### src/rtl/dmem_port_arbiter_pkg.sv
// Shared types and constants for the data-memory port arbiter family.
package dmem_port_arbiter_pkg;

    // Ownership of the shared memory port.
    typedef enum logic [1:0] {
        ST_IDLE = 2'd0,
        ST_OWN0 = 2'd1,
        ST_OWN1 = 2'd2
    } arb_state_t;

    // Requester indices; also the encoding of the last-winner register.
    localparam int PORT0 = 0;
    localparam int PORT1 = 1;

    // Legal range of the lock hold limit and the width of its wait counter.
    localparam int MAX_HOLD_MIN = 1;
    localparam int MAX_HOLD_MAX = 255;
    localparam int WAIT_CNT_W   = 8;

    // Forces an out-of-range hold limit back into the range the 8-bit counter can express.
    function automatic int clampHold(input int hold);
        if (hold < MAX_HOLD_MIN) begin
            return MAX_HOLD_MIN;
        end else if (hold > MAX_HOLD_MAX) begin
            return MAX_HOLD_MAX;
        end else begin
            return hold;
        end
    endfunction

endpackage

### src/rtl/arb_starve_counter.sv
// Saturating wait counter: counts cycles a non-owner has been kept waiting.
// The limit output rises once LIMIT-1 cycles have been counted, telling the
// arbiter that any lock must now be broken.
module arb_starve_counter
    import dmem_port_arbiter_pkg::*;
#(
    parameter int WIDTH = WAIT_CNT_W,
    parameter int LIMIT = 8
) (
    input  logic clk,
    input  logic reset,
    input  logic clr,
    input  logic en,
    output logic limit
);

    localparam logic [WIDTH-1:0] TOP = WIDTH'(LIMIT - 1);

    logic [WIDTH-1:0] r_count;

    // Clear has priority; counting stops once the top value is reached.
    always_ff @(posedge clk or posedge reset) begin
        if (reset) begin
            r_count <= '0;
        end else if (clr) begin
            r_count <= '0;
        end else if (en && (r_count != TOP)) begin
            r_count <= r_count + 1'b1;
        end
    end

    assign limit = (r_count == TOP);

endmodule

### src/rtl/dmem_port_arbiter.sv
// Two-requester arbiter for the single data-memory port. Round-robin between
// the load/store path (port 0) and a secondary master (port 1), with an
// optional ownership lock that is bounded by a starvation limit. Grants are
// decoded from the registered owner state, so a port that already owns the
// memory is served in the same cycle it requests.
module dmem_port_arbiter
    import dmem_port_arbiter_pkg::*;
#(
    parameter int ADDR_W   = 64,
    parameter int DATA_W   = 64,
    parameter int MAX_HOLD = 8
) (
    input  logic              clk,
    input  logic              reset,
    input  logic              req0,
    input  logic              req1,
    input  logic              we0,
    input  logic              we1,
    input  logic              lock0,
    input  logic              lock1,
    input  logic [ADDR_W-1:0] addr0,
    input  logic [ADDR_W-1:0] addr1,
    input  logic [DATA_W-1:0] wdata0,
    input  logic [DATA_W-1:0] wdata1,
    output logic              gnt0,
    output logic              gnt1,
    output logic              rvalid0,
    output logic              rvalid1,
    output logic [DATA_W-1:0] rdata,
    output logic [ADDR_W-1:0] mem_addr,
    output logic [DATA_W-1:0] mem_wdata,
    output logic              mem_we,
    output logic              mem_re,
    input  logic [DATA_W-1:0] mem_rdata
);

    localparam int HOLD_LIMIT = clampHold(MAX_HOLD);

    arb_state_t        r_state;
    arb_state_t        w_nextState;
    logic              r_last;
    logic              r_rvalid0;
    logic              r_rvalid1;
    logic [DATA_W-1:0] r_rdata;
    logic              w_gnt0;
    logic              w_gnt1;
    logic              w_otherReq;
    logic              w_waitLimit;
    logic              w_waitClr;
    logic              w_waitEn;

    assign w_gnt0 = (r_state == ST_OWN0) && req0;
    assign w_gnt1 = (r_state == ST_OWN1) && req1;

    // Route the owner's address and store data to the memory; nothing is driven while idle.
    always_comb begin
        mem_addr  = '0;
        mem_wdata = '0;
        case (r_state)
            ST_OWN0: begin
                mem_addr  = addr0;
                mem_wdata = wdata0;
            end
            ST_OWN1: begin
                mem_addr  = addr1;
                mem_wdata = wdata1;
            end
            default: begin
                mem_addr  = '0;
                mem_wdata = '0;
            end
        endcase
    end

    assign mem_we = (w_gnt0 && we0) || (w_gnt1 && we1);
    assign mem_re = (w_gnt0 && !we0) || (w_gnt1 && !we1);

    // Pick next cycle's owner: a lock holds unless the waiter hit its limit, otherwise alternate.
    always_comb begin
        w_nextState = r_state;
        case (r_state)
            ST_IDLE: begin
                if (req0 && req1) begin
                    w_nextState = (r_last == 1'(PORT1)) ? ST_OWN0 : ST_OWN1;
                end else if (req0) begin
                    w_nextState = ST_OWN0;
                end else if (req1) begin
                    w_nextState = ST_OWN1;
                end else begin
                    w_nextState = ST_IDLE;
                end
            end
            ST_OWN0: begin
                if (req0 && lock0 && !(req1 && w_waitLimit)) begin
                    w_nextState = ST_OWN0;
                end else if (req1) begin
                    w_nextState = ST_OWN1;
                end else if (req0) begin
                    w_nextState = ST_OWN0;
                end else begin
                    w_nextState = ST_IDLE;
                end
            end
            ST_OWN1: begin
                if (req1 && lock1 && !(req0 && w_waitLimit)) begin
                    w_nextState = ST_OWN1;
                end else if (req0) begin
                    w_nextState = ST_OWN0;
                end else if (req1) begin
                    w_nextState = ST_OWN1;
                end else begin
                    w_nextState = ST_IDLE;
                end
            end
            default: begin
                w_nextState = ST_IDLE;
            end
        endcase
    end

    // The waiter is whichever port does not own the memory; the owner never blocks itself.
    always_comb begin
        w_otherReq = 1'b0;
        case (r_state)
            ST_OWN0: w_otherReq = req1;
            ST_OWN1: w_otherReq = req0;
            default: w_otherReq = 1'b0;
        endcase
    end

    assign w_waitClr = (r_state == ST_IDLE) || (w_nextState != r_state) || !w_otherReq;
    assign w_waitEn  = !w_waitClr;

    arb_starve_counter #(
        .WIDTH (WAIT_CNT_W),
        .LIMIT (HOLD_LIMIT)
    ) u_starve (
        .clk   (clk),
        .reset (reset),
        .clr   (w_waitClr),
        .en    (w_waitEn),
        .limit (w_waitLimit)
    );

    // Owner state and last winner; last starts at port 1 so port 0 wins the first tie.
    always_ff @(posedge clk or posedge reset) begin
        if (reset) begin
            r_state <= ST_IDLE;
            r_last  <= 1'(PORT1);
        end else begin
            r_state <= w_nextState;
            if (w_gnt0) begin
                r_last <= 1'(PORT0);
            end else if (w_gnt1) begin
                r_last <= 1'(PORT1);
            end
        end
    end

    // Capture load data one cycle after a load grant; rdata holds between loads.
    always_ff @(posedge clk or posedge reset) begin
        if (reset) begin
            r_rvalid0 <= 1'b0;
            r_rvalid1 <= 1'b0;
            r_rdata   <= '0;
        end else begin
            r_rvalid0 <= w_gnt0 && !we0;
            r_rvalid1 <= w_gnt1 && !we1;
            if (mem_re) begin
                r_rdata <= mem_rdata;
            end
        end
    end

    assign gnt0    = w_gnt0;
    assign gnt1    = w_gnt1;
    assign rvalid0 = r_rvalid0;
    assign rvalid1 = r_rvalid1;
    assign rdata   = r_rdata;

endmodule

### config.mk
export PLATFORM = sky130hd
export DESIGN_NAME = dmem_port_arbiter
export DESIGN_NICKNAME = d
export VERILOG_FILES = /design/src/rtl/dmem_port_arbiter_pkg.sv /design/src/rtl/arb_starve_counter.sv /design/src/rtl/dmem_port_arbiter.sv
export SDC_FILE = /design/constraint.sdc
export NUM_CORES = 1
export LEC_CHECK = 0
export ABC_AREA = 1
export BUFFER_PORTS_ARGS = -buffer_cell sky130_fd_sc_hd__buf_2
export CAP_MARGIN = 10
export CELL_PAD_IN_SITES_DETAIL_PLACEMENT = 2
export CELL_PAD_IN_SITES_GLOBAL_PLACEMENT = 2
export CORE_AREA = 2 2 203 205
export CTS_CLUSTER_DIAMETER = 150
export DETAILED_ROUTE_END_ITERATION = 10
export DIE_AREA = 0 0 205 207
export GPL_ROUTABILITY_DRIVEN = 0
export PLACE_DENSITY = 0.68
export RECOVER_POWER = 50
export SETUP_SLACK_MARGIN = 0.4
export SLEW_MARGIN = 40
export SYNTH_ARGS = -nofsm -noshare
export SYNTH_HDL_FRONTEND = slang
export SYNTH_SLANG_ARGS = --single-unit
### constraint.sdc
create_clock -name clk -period 2.6 [get_ports clk]
set_clock_uncertainty 0.2 [all_clocks]
set_input_delay 0.39 -clock clk [delete_from_list [all_inputs] [get_ports clk]]
set_output_delay 0.39 -clock clk [all_outputs]
set_load 0.01 [all_outputs]
==> results.yml <==
outcome:
  run_status: "finished clean"
logic_synthesis:
  syn_nets: 996
  ys_ff_latch: 77
  ys_types: 31
  syn_area_per_cell_um2: 7.50
  ys_seq_area_share_pct: 38.8
  syn_area_um2: 4970
  postSynthCellCount: 663
  yosysWarningCount: 0
drt:
  dr.pass1.iters: 4
  wl_per_cell_um: 22.9
  drt_iter0_drc: 264
  drtAntennaViolNets: 0
  drc: 0
  vias: 7326
  wirelength_um: 40800
  avgViaCountPerCell: 4.12
floorplanning:
  rows: 74
  coreArea_um2: 40400
  fp.dieH_um: 207
  die_w_um: 205
  ios: 526
  initial_utilization_pct: 12.3
  die-area_um2: 42400
cells_and_area:
  syn_to_final_growth_pct: 122
  drive_above_1_share_pct: 64.0
  mostFrequentLayoutCell: "buf_2"
  most-common-layout-cells: "buf_2, nand2_1, a21oi_2"
  fin_area_um2: 11100
  final_core_util_pct: 27.4
  nets: 1568
global_route:
  track_usage_pct: 17.4
  grt_max_degree: 44
  gr-total-overflow: 0
  grt_pass1_vias: 8065
  grt_pass1_wl_um: 54200
  top_usage_layer: "met2"
  grt_util_met2_pct: 32.0
  antenna_found_initial: 15
  use_met1_pct: 19.5
  grt_use_met3_pct: 3.57
sta:
  post-route-period-util_pct: 95.4
  hold_violations: 0
  min_period_ns: 2.48
  holdWs_ns: 0.0693
  slew_violations: 0
  tns_ns: 0
  slew_headroom_pct: 40.3
  fmax_ghz: 0.403
  worstMarginPinSlew_ns: 0.891
  finalSetupViolCount: 0
  rsz0062_at_grt: "true"
power:
  cellPowerDensity_nw_per_um2: 1170
  leakage_uw: 0.00520
  irDropWorstVdd_uv: 373
  p_total_uw: 13000
clock_network:
  cts_sinks: 77
  root_buffer: "clkbuf_16"
  clock_path_buffers: 2
  insertion_delay_ns: 0.34
  htree_levels: 3
  cts.reportedPaths.clkPinSlew_ns: 0.06
  tritoncts: "yes"
  cts_buffers: 9
setup_path:
  arrival_ns: 2.50
  critPathRequiredTime_ns: 2.62
  cp-end-kind: "register"
  start_kind: "register"
  crit_type: "register to register"
  critPathMaxFanout: 5
job:
  maxCapViolations: 0
hold_path:
  hold_path_class: "primary input to register"
place:
  dp_hpwl_um: 27200
  placed_area_um2: 8370
  port_buffers: 525
## what timing repair did
item	in CTS	in global routing
gates cloned	18	16
hold buffers	1	0
resized for setup	100	231
pin swaps	8	56
endpoints found under the setup margin	202	204
buffers inserted	25	4
hold endpoints to repair	17	0
## area by class of cell
class                           count  area (um2)
Fill cell                        4712       29300
Timing Repair Buffer              610        4310
Multi-Input combinational cell    521        3720
Sequential cell                    77        1930
Tap cell                          532         666
Clock buffer                       11         253
Clock inverter                      5        81.3
Inverter                           16        76.3
Antenna cell                        8        20.0
## worst paths after layout
check	startpoint	end	slack, ns	cells past startpoint
setup / recovery	r_state[1]	rdata[51]	0.12	10
hold / removal	we0	rvalid0	0.07	2
hold reg to reg	rdata[43]	rdata[43]	0.30	1
max in group asynchronous	reset	rdata[41]	0.40	5
setup reg to reg	r_state[1]	rdata[51]	0.12	10
min in group asynchronous	reset	rdata[33]	0.53	3
## power breakdown
| part | internal [uW] | switching [uW] |
|---|---|---|
| registers | 1750 | 360 |
| clock network | 895 | 516 |
| logic | 4460 | 5000 |
## per-stage QoR
step                      instances  worst slack [ns]
after detailed placement       1692             0.124
final                          1780             0.120
after global placement         1691             0.171
after global routing           1779            0.0395
after CTS                      1752             0.124
after floorplan                 663             0.447
## sequential cells by signal, indices dropped and copies added (netlist names)
register,flops
r_state,2
rvalid0,1
rvalid1,1
r_last,1
u_starve.r_count,8
rdata,64
## cell usage after synthesis
library cell | instances | share of area [%]
xnor2_1 | 1 | 0.18
mux2_2 | 64 | 14
nor2_1 | 14 | 1.1
dfstp_2 | 1 | 0.53
buf_1 | 5 | 0.38
a22o_1 | 1 | 0.18
o22ai_1 | 1 | 0.13
nand3_2 | 3 | 0.60
nand2_2 | 3 | 0.38
nor2_2 | 2 | 0.25
xor2_1 | 4 | 0.70
a21oi_1 | 130 | 13
clkbuf_1 | 37 | 2.8
inv_1 | 16 | 1.2
buf_4 | 1 | 0.15
buf_6 | 5 | 1.1
a211oi_1 | 1 | 0.15
or2_1 | 1 | 0.13
a21boi_0 | 1 | 0.15
mux2i_1 | 1 | 0.20
ha_1 | 5 | 1.3
dfrtp_1 | 76 | 38
a32oi_1 | 1 | 0.18
o21ai_0 | 2 | 0.20
nand3_1 | 5 | 0.50
nor2_4 | 1 | 0.23
nand2_1 | 277 | 21
a31oi_1 | 1 | 0.13
buf_2 | 1 | 0.10
nand4_1 | 1 | 0.13
nand2_4 | 1 | 0.23
## routing by layer
metal	up-vias	wire (um)
li1	3343	-
met2	352	20900
met5	-	27
met3	64	2550
met1	3563	15900
met4	4	1400
## logic make-up (layout without fill, tap and decap cells)
| logic type | count (synthesis) | after routing | share of synthesized area, % |
|---|---|---|---|
| AO/OA/AOI/OAI | 138 | 138 | 14.2 |
| XOR/XNOR | 5 | 5 | 0.881 |
| adder cells (fa/ha/maj) | 5 | 5 | 1.26 |
| buffers and inverters | 65 | 642 | 5.76 |
| flip-flops | 77 | 77 | 38.8 |
| multiplexers | 65 | 65 | 14.7 |
| other | 0 | 8 | 0 |
| AND/OR/NAND/NOR | 308 | 308 | 24.4 |
## critical path, stage by stage (launching register included)
cell and delay (ns):
dfrtp_1 0.43, inv_2 0.12, ha_4 0.19, buf_12 0.17, buf_8 0.12, nand2_8 0.06
o22ai_4 0.22, clkbuf_1 0.17, clkbuf_16 0.17, clkbuf_2 0.18, mux2_4 0.33
No activity file was read; power rests on OpenSTA's default activity.
